--- src/rtl/clock_time_gen.sv ---
// rtl/clock_time_gen.sv - BCD 24 h time-of-day source with set keys and field blink
// Drives six display digits; 4'hA is the display's blank code used for blinking.
module clock_time_gen #(
    parameter int TICK_DIV  = 50_000_000,
    parameter int BLINK_DIV = 25_000_000
) (
    input  logic       clk,
    input  logic       rst_n,
    input  logic       key_mode,
    input  logic       key_inc,
    output logic [3:0] s0,
    output logic [3:0] s1,
    output logic [3:0] m0,
    output logic [3:0] m1,
    output logic [3:0] h0,
    output logic [3:0] h1,
    output logic [1:0] mode,
    output logic       tick_1hz
);

    typedef enum logic [1:0] {
        RUN      = 2'd0,
        SET_HOUR = 2'd1,
        SET_MIN  = 2'd2,
        SET_SEC  = 2'd3
    } mode_e;

    localparam int CNT_W = $clog2(TICK_DIV);
    localparam int BLK_W = $clog2(BLINK_DIV + 1);
    localparam logic [CNT_W-1:0] CNT_MAX = CNT_W'(TICK_DIV - 1);
    localparam logic [BLK_W-1:0] BLK_MAX = BLK_W'(BLINK_DIV - 1);

    mode_e            state_q, state_d;
    logic [CNT_W-1:0] cnt_q, cnt_d;
    logic [BLK_W-1:0] blk_q, blk_d;
    logic             hidden_q, hidden_d;
    logic             tick_q, tick_d;
    logic [7:0]       sec_q, sec_d;
    logic [7:0]       min_q, min_d;
    logic [7:0]       hrs_q, hrs_d;
    logic             tick_fire;
    logic             inc_accept;

    // Packed two-digit BCD increments; wrap values keep digits in range.
    function automatic logic [7:0] inc_bcd60(input logic [7:0] v);
        if (v == 8'h59)
            return 8'h00;
        else if (v[3:0] == 4'd9)
            return {v[7:4] + 4'd1, 4'd0};
        else
            return {v[7:4], v[3:0] + 4'd1};
    endfunction

    function automatic logic [7:0] inc_bcd24(input logic [7:0] v);
        if (v == 8'h23)
            return 8'h00;
        else if (v[3:0] == 4'd9)
            return {v[7:4] + 4'd1, 4'd0};
        else
            return {v[7:4], v[3:0] + 4'd1};
    endfunction

    // A mode key always wins: it swallows a coincident tick or increment.
    assign tick_fire  = (state_q == RUN) && (cnt_q == CNT_MAX) && !key_mode;
    assign inc_accept = (state_q != RUN) && key_inc && !key_mode;

    always_ff @(posedge clk or negedge rst_n) begin
        if (!rst_n)
            state_q <= RUN;
        else
            state_q <= state_d;
    end

    always_comb begin
        state_d = state_q;
        if (key_mode) begin
            unique case (state_q)
                RUN:      state_d = SET_HOUR;
                SET_HOUR: state_d = SET_MIN;
                SET_MIN:  state_d = SET_SEC;
                SET_SEC:  state_d = RUN;
                default:  state_d = RUN;
            endcase
        end
    end

    always_comb begin
        if (state_q != RUN || key_mode || cnt_q == CNT_MAX)
            cnt_d = '0;
        else
            cnt_d = cnt_q + CNT_W'(1);
        tick_d = tick_fire;
    end

    always_comb begin
        sec_d = sec_q;
        min_d = min_q;
        hrs_d = hrs_q;
        if (tick_fire) begin
            sec_d = inc_bcd60(sec_q);
            if (sec_q == 8'h59) begin
                min_d = inc_bcd60(min_q);
                if (min_q == 8'h59)
                    hrs_d = inc_bcd24(hrs_q);
            end
        end else if (inc_accept) begin
            unique case (state_q)
                SET_HOUR: hrs_d = inc_bcd24(hrs_q);
                SET_MIN:  min_d = inc_bcd60(min_q);
                SET_SEC:  sec_d = inc_bcd60(sec_q);
                default:  ;
            endcase
        end
    end

    // Blink restarts visible on any mode change or edit so the new value is seen.
    always_comb begin
        blk_d    = blk_q;
        hidden_d = hidden_q;
        if (state_q == RUN || state_d != state_q || inc_accept) begin
            blk_d    = '0;
            hidden_d = 1'b0;
        end else if (blk_q == BLK_MAX) begin
            blk_d    = '0;
            hidden_d = ~hidden_q;
        end else begin
            blk_d = blk_q + BLK_W'(1);
        end
    end

    always_ff @(posedge clk or negedge rst_n) begin
        if (!rst_n) begin
            cnt_q    <= '0;
            blk_q    <= '0;
            hidden_q <= 1'b0;
            tick_q   <= 1'b0;
            sec_q    <= 8'h00;
            min_q    <= 8'h00;
            hrs_q    <= 8'h00;
        end else begin
            cnt_q    <= cnt_d;
            blk_q    <= blk_d;
            hidden_q <= hidden_d;
            tick_q   <= tick_d;
            sec_q    <= sec_d;
            min_q    <= min_d;
            hrs_q    <= hrs_d;
        end
    end

    always_comb begin
        mode     = state_q;
        tick_1hz = tick_q;
        h1       = hrs_q[7:4];
        h0       = hrs_q[3:0];
        m1       = min_q[7:4];
        m0       = min_q[3:0];
        s1       = sec_q[7:4];
        s0       = sec_q[3:0];
        if (hidden_q) begin
            unique case (state_q)
                SET_HOUR: begin h1 = 4'hA; h0 = 4'hA; end
                SET_MIN:  begin m1 = 4'hA; m0 = 4'hA; end
                SET_SEC:  begin s1 = 4'hA; s0 = 4'hA; end
                default:  ;
            endcase
        end
    end

endmodule

--- config.mk ---
export PLATFORM = sky130hd
export DESIGN_NAME = clock_time_gen
export DESIGN_NICKNAME = d
export VERILOG_FILES = /design/src/rtl/clock_time_gen.sv
export SDC_FILE = /design/constraint.sdc
export NUM_CORES = 1
export LEC_CHECK = 0
export CELL_PAD_IN_SITES_DETAIL_PLACEMENT = 0
export CELL_PAD_IN_SITES_GLOBAL_PLACEMENT = 2
export CORE_UTILIZATION = 34
export DETAILED_ROUTE_END_ITERATION = 16
export GPL_ROUTABILITY_DRIVEN = 1
export PLACE_DENSITY = 0.84
export SLEW_MARGIN = 20
export SYNTH_ARGS = -nofsm -noshare
export SYNTH_HDL_FRONTEND = slang
export SYNTH_SLANG_ARGS = --single-unit
--- constraint.sdc ---
create_clock -name clk -period 2.4 [get_ports clk]
set_input_delay 0.36 -clock clk [delete_from_list [all_inputs] [get_ports clk]]
set_output_delay 0.36 -clock clk [all_outputs]
set_load 0.02 [all_outputs]
Yosys cells after proc, flatten, opt, wreduce, memory -nomap -nowiden
Cells that the tools add are included.
{ "op_classes": {"n_reduce_logical": 19, "eq_ne": 14, "addsub": 8, "mux": 37, "bitwise_logic": 1} }
{ "ops": {"columns": ["op", "n"], "rows": [
  ["8-bit two-way mux", 18],
  ["25-bit two-way mux", 2],
  ["4-bit two-way mux", 12],
  ["26-bit by 1-bit adder with 26-bit output, second input constant", 1],
  ["26-bit == test, second input constant", 1],
  ["26-bit two-way mux", 1],
  ["25-bit by 1-bit adder with 25-bit output, second input constant", 1],
  ["25-bit == test, second input constant", 1],
  ["4-bit by 1-bit adder with 4-bit output, second input constant", 6],
  ["8-bit by 7-bit == test with 1-bit output, second input constant", 2],
  ["4-bit == test, second input constant", 3],
  ["2-bit nonzero test", 6],
  ["8-bit by 6-bit == test with 1-bit output, second input constant", 1],
  ["2-bit case mux with 4 select lines", 1],
  ["2-bit == test, second input constant", 2],
  ["1-bit logical AND", 4],
  ["1-bit logical OR", 4],
  ["2-bit by 1-bit != test with 1-bit output, second input constant", 2],
  ["4-bit AND reduction", 1],
  ["3-bit AND reduction", 1],
  ["2-bit by 1-bit == test with 1-bit output, second input constant", 1],
  ["2-bit logical NOT", 1],
  ["1-bit two-way mux", 2],
  ["2-bit two-way mux", 1],
  ["4 further kinds", 4]
]} }
{ "word_totals": {"register_bits": 79, "output_inout_bits": 27} }

Longest topological paths before layout
{ "logic_depth": {"word_depth": 7, "mapped_depth": 8, "ltp_nobuf": 7} }

Worst setup path before layout
Ideal clock, no wire load.
{ "synth_path": {"kind": "flip-flop to flip-flop", "start": "register state_q[0] (netlist: mode[0])", "end": "register min_q[7]", "path_slack_ns": -0.223, "period_less_slack_ns": 2.623, "t_arrival_ns": 2.498, "path_buffers": 1, "setup_time_ns": 0.125, "stages_incl_launch_ff": 9, "path_cell_list": "dfrtp_1 inv_1 ha_1 nand2b_1 or4b_1 or3_1 buf_6 a21oi_1 mux2_2"} }
{ "synth_via": {"elab_chain_len": 5, "elab_cells_between_ends": 12, "classes_between": "2 x eq/ne; 1 x mux; 9 x reduce/logical"} }
{ "synth_rtl": {"columns": ["element", "line", "text"], "rows": [
  ["from (decl)", "33", "mode_e state_q, state_d;"],
  ["from (signal assigned)", "71", "state_q <= state_d;"],
  ["2-bit logical NOT or 2-bit nonzero test (tied branches)", "64, 65", null],
  ["1-bit logical AND, on equally long branches (2 in a row)", "64, 65", null],
  ["2-bit by 1-bit != test with 1-bit output (no line) or 2-bit nonzero test (tied branches)", null, null],
  ["3-bit AND reduction (no line)", null, null],
  ["to (signal assigned)", "146", "min_q <= min_d;"],
  ["to (decl)", "39", "logic [7:0] min_q, min_d;"]
]} }
Parallel ways exist; a longest one is shown, timed or not.
A chain may end at the register's enable or synchronous reset.

Worst setup path in the final report
{ "layout_path": {"start": "register cnt_q[8]", "end": "register min_q[7]"} }
{ "layout_via": {"elab_chain_len": 5, "elab_cells_between_ends": 8, "classes_between": "2 x eq/ne; 1 x mux; 5 x reduce/logical"} }
{ "layout_rtl": {"columns": ["element", "line", "text"], "rows": [
  ["from (decl)", "34", "logic [CNT_W-1:0] cnt_q, cnt_d;"],
  ["from (signal assigned)", "141", "cnt_q <= cnt_d;"],
  ["26-bit == test *", "64", "assign tick_fire = (state_q == RUN) && (cnt_q == CNT_MAX) && !key_mode;"],
  ["1-bit logical AND * (2 in a row)", "64", null],
  ["2-bit by 1-bit != test with 1-bit output (no line) or 2-bit nonzero test (tied branches)", null, null],
  ["3-bit AND reduction (no line)", null, null]
]} }
Mark *: on every way between the ends. The rest lies on a longest branch, timed or not.

==> impl_metrics.json <==
{
  "viasPerCell": 5.00,
  "synth_top_area_frac": 0.445,
  "fin_area_um2": 5610,
  "cap_violations": 0,
  "cellPowerDensity_nw_per_um2": 846,
  "yosysWarnings": 0,
  "fillers": 1245,
  "drt-total-wl_um": 9920,
  "status": "finished, final reports clean",
  "clk_pin_slew_ps": 60,
  "reg2reg_setup_slack_ps": 30,
  "finClkSkew_ps": 6.84,
  "fin_ws_ps": 28.4,
  "setup_viol": 0,
  "seq_area_frac_synth": 0.445,
  "critPathKind": "reg2reg",
  "area_delta_synth_final_pct": 26.3,
  "placed_cells": 701,
  "dpl_cell_area_um2": 5240,
  "htree_levels": 3,
  "critPathSlowestCell": "or4_4",
  "hold_slack_ps": 487,
  "core_um2": 12700,
  "antennaDiodeCount": 0,
  "route.detailed.drc": 0,
  "layout.cells.non_filler": 719,
  "multi_input_area_um2": 2420,
  "grt_pass1_wl_um": 16900,
  "overflow": 0,
  "cp_common_cell": "or4_4",
  "grt_start_max_net_pins": 33,
  "postSynthCellCount": 471,
  "cts_tree": "yes",
  "fin_crit_sh": 0.988,
  "die_h_um": 116,
  "reg2regPathDepth": 5,
  "total_power_mw": 4.75,
  "relSlewSlack": 0.691,
  "grtUsageTotal": 0.162,
  "cts_made_buffers": 9,
  "final_hold_viol_count": 0,
  "maxSlewViolCount": 0,
  "ctsRootBufferMaster": "clkbuf_16",
  "cp_slowest_stage_delay_ps": 530,
  "avgSynthCellArea_um2": 9.43,
  "critPathRequiredTime_ps": 2630,
  "rsz0062_at_grt": "true",
  "ir_worst_vdd_uv": 546,
  "synth_cell_types": 53,
  "p_leak_nw": 2.51,
  "min_path_type": "in2async",
  "grt_pass1_vias": 3649,
  "synthArstFlopShare": 1.00,
  "numClockSinks": 79,
  "dr.pass1.iters": 5,
  "pre_cts_slack_ps": -204,
  "clkLatencyLatePin_ps": 350,
  "cp-start-kind": "register",
  "worst_pin_slew_ps": 464,
  "clockBufferDepth": 2,
  "dp_hpwl_um": 7220,
  "postLayoutCoreUtil": 0.443,
  "period_needed_ps": 2370,
  "synth_ff_type": "dfrtp_1",
  "antenna_found_initial": 0,
  "r2r-end": "min_q[7]",
  "synth-edff-count": 0,
  "cp.arrival_ps": 2600,
  "yosys.area.top_type": "dfrtp_1",
  "crit_path_end_kind": "register",
  "synth-seq-cells": 79,
  "synth.net_count": 494,
  "place_congestion": 0.814,
  "die_w_um": 116,
  "num_rows": 41,
  "timing.rr.start": "cnt_q[8]",
  "start_util": 0.351,
  "drtIter0Drc": 158,
  "timing.fmax_ghz": 0.422,
  "die-area_um2": 13500,
  "io_buffers": 30,
  "drive_above_1_share": 0.163,
  "io_pins": 31,
  "vias": 3598,
  "path_cells": "or4_4 -> or4_4 -> or3_4 -> a21oi_2 -> mux2_4",
  "wl_per_cell_um": 13.8,
  "ant_nets": 0,
  "layout.nets": 565,
  "worstPathMaxFanout": 5,
  "register_area_um2": 1980,
  "ys_top_cells_by_area": "dfrtp_1 (44%), xor2_1 (6.7%), nor2_1 (6.0%), ha_1 (5.4%), nand2_1 (3.3%)",
  "synth_area_um2": 4440,
  "setup_tns_ps": 0
}
-- cell usage in the layout (no fill, tap or decap), types with 10 or more instances in the layout --
| cell | n |
|---|---|
| dfrtp_1 | 77 |
| clkdlybuf4s50_1 | 16 |
| xor2_1 | 34 |
| nand4_1 | 18 |
| and3_1 | 13 |
| xnor2_1 | 14 |
| nor2_1 | 71 |
| buf_4 | 42 |
| ha_1 | 17 |
| and2_1 | 20 |
| nand2_1 | 37 |
| inv_1 | 11 |
| o21ai_0 | 11 |
| nand3_1 | 25 |
| dlygate4sd2_1 | 10 |
| a21oi_1 | 15 |
-- sequential cells by signal, indices dropped and copies added (netlist names) --
register  cells
cnt_q        26
blk_q        25
hrs_q         8
min_q         8
sec_q         8
mode          2
hidden_q      1
tick_1hz      1
-- power breakdown --
group / switching, mW / internal, mW
registers: 0.203 / 1.50
clock network: 0.552 / 0.907
logic: 0.849 / 0.736
total: 1.60 / 3.15
-- worst max-delay path, delay by kind of cell, from the launching register on --
kind | cells | cell delay [ps]
compound gates | 1 | 180
flops | 1 | 370
mux | 1 | 310
simple gates | 3 | 1390
-- repair_timing --
item | 4_1_cts | 5_1_grt
pin swaps | 1 | 2
hold buffers | 1 | 0
buffers inserted | 0 | 1
resized for setup | 15 | 10
endpoints found under the hold margin | 29 | 0
setup endpoints to repair | 14 | 15
-- layout make-up --
class | instances | share of cell area
Timing Repair Buffer | 73 | 0.112
Clock inverter | 6 | 0.0152
Sequential cell | 79 | 0.353
Inverter | 13 | 0.00914
Tap cell | 172 | 0.0383
Multi-Input combinational cell | 366 | 0.431
Clock buffer | 10 | 0.0408
-- per-layer routing --
layer,up-vias,share of wire,track usage
li1,1785,-,-
met1,1761,0.46,0.196
met2,44,0.49,0.274
met3,8,0.035,0.0529
met4,0,0.012,0.0504
met5,-,0,0
-- how the worst max path moves through the flow --
stage                   from  depth (start not counted)        to
floorplan           cnt_q[8]                          6  min_q[7]
global placement    key_mode                          6  min_q[2]
detailed placement  key_mode                          6  min_q[7]
CTS                  mode[0]                          5     m0[3]
global route        cnt_q[8]                          5  min_q[7]
finish              cnt_q[8]                          5  min_q[7]
-- logic make-up after synthesis --
kind of cell / share of synthesized area
AND/OR/NAND/NOR: 0.282
flip-flops: 0.445
AO/OA/AOI/OAI: 0.0670
XOR/XNOR: 0.0946
buffers and inverters: 0.0239
adder cells (fa/ha/maj): 0.0535
multiplexers: 0.0335
-- Yosys cell counts (10+ instances only) --
library cell   n
dfrtp_1       79
xor2_1        34
nor2_1        71
nand4_1       18
o21ai_0       11
xnor2_1       14
nand2_1       39
a21oi_1       16
and3_1        13
ha_1          19
nand3_1       25
clkbuf_1      10
and2_1        20
inv_1         13
No activity file was read; power rests on OpenSTA's default activity.
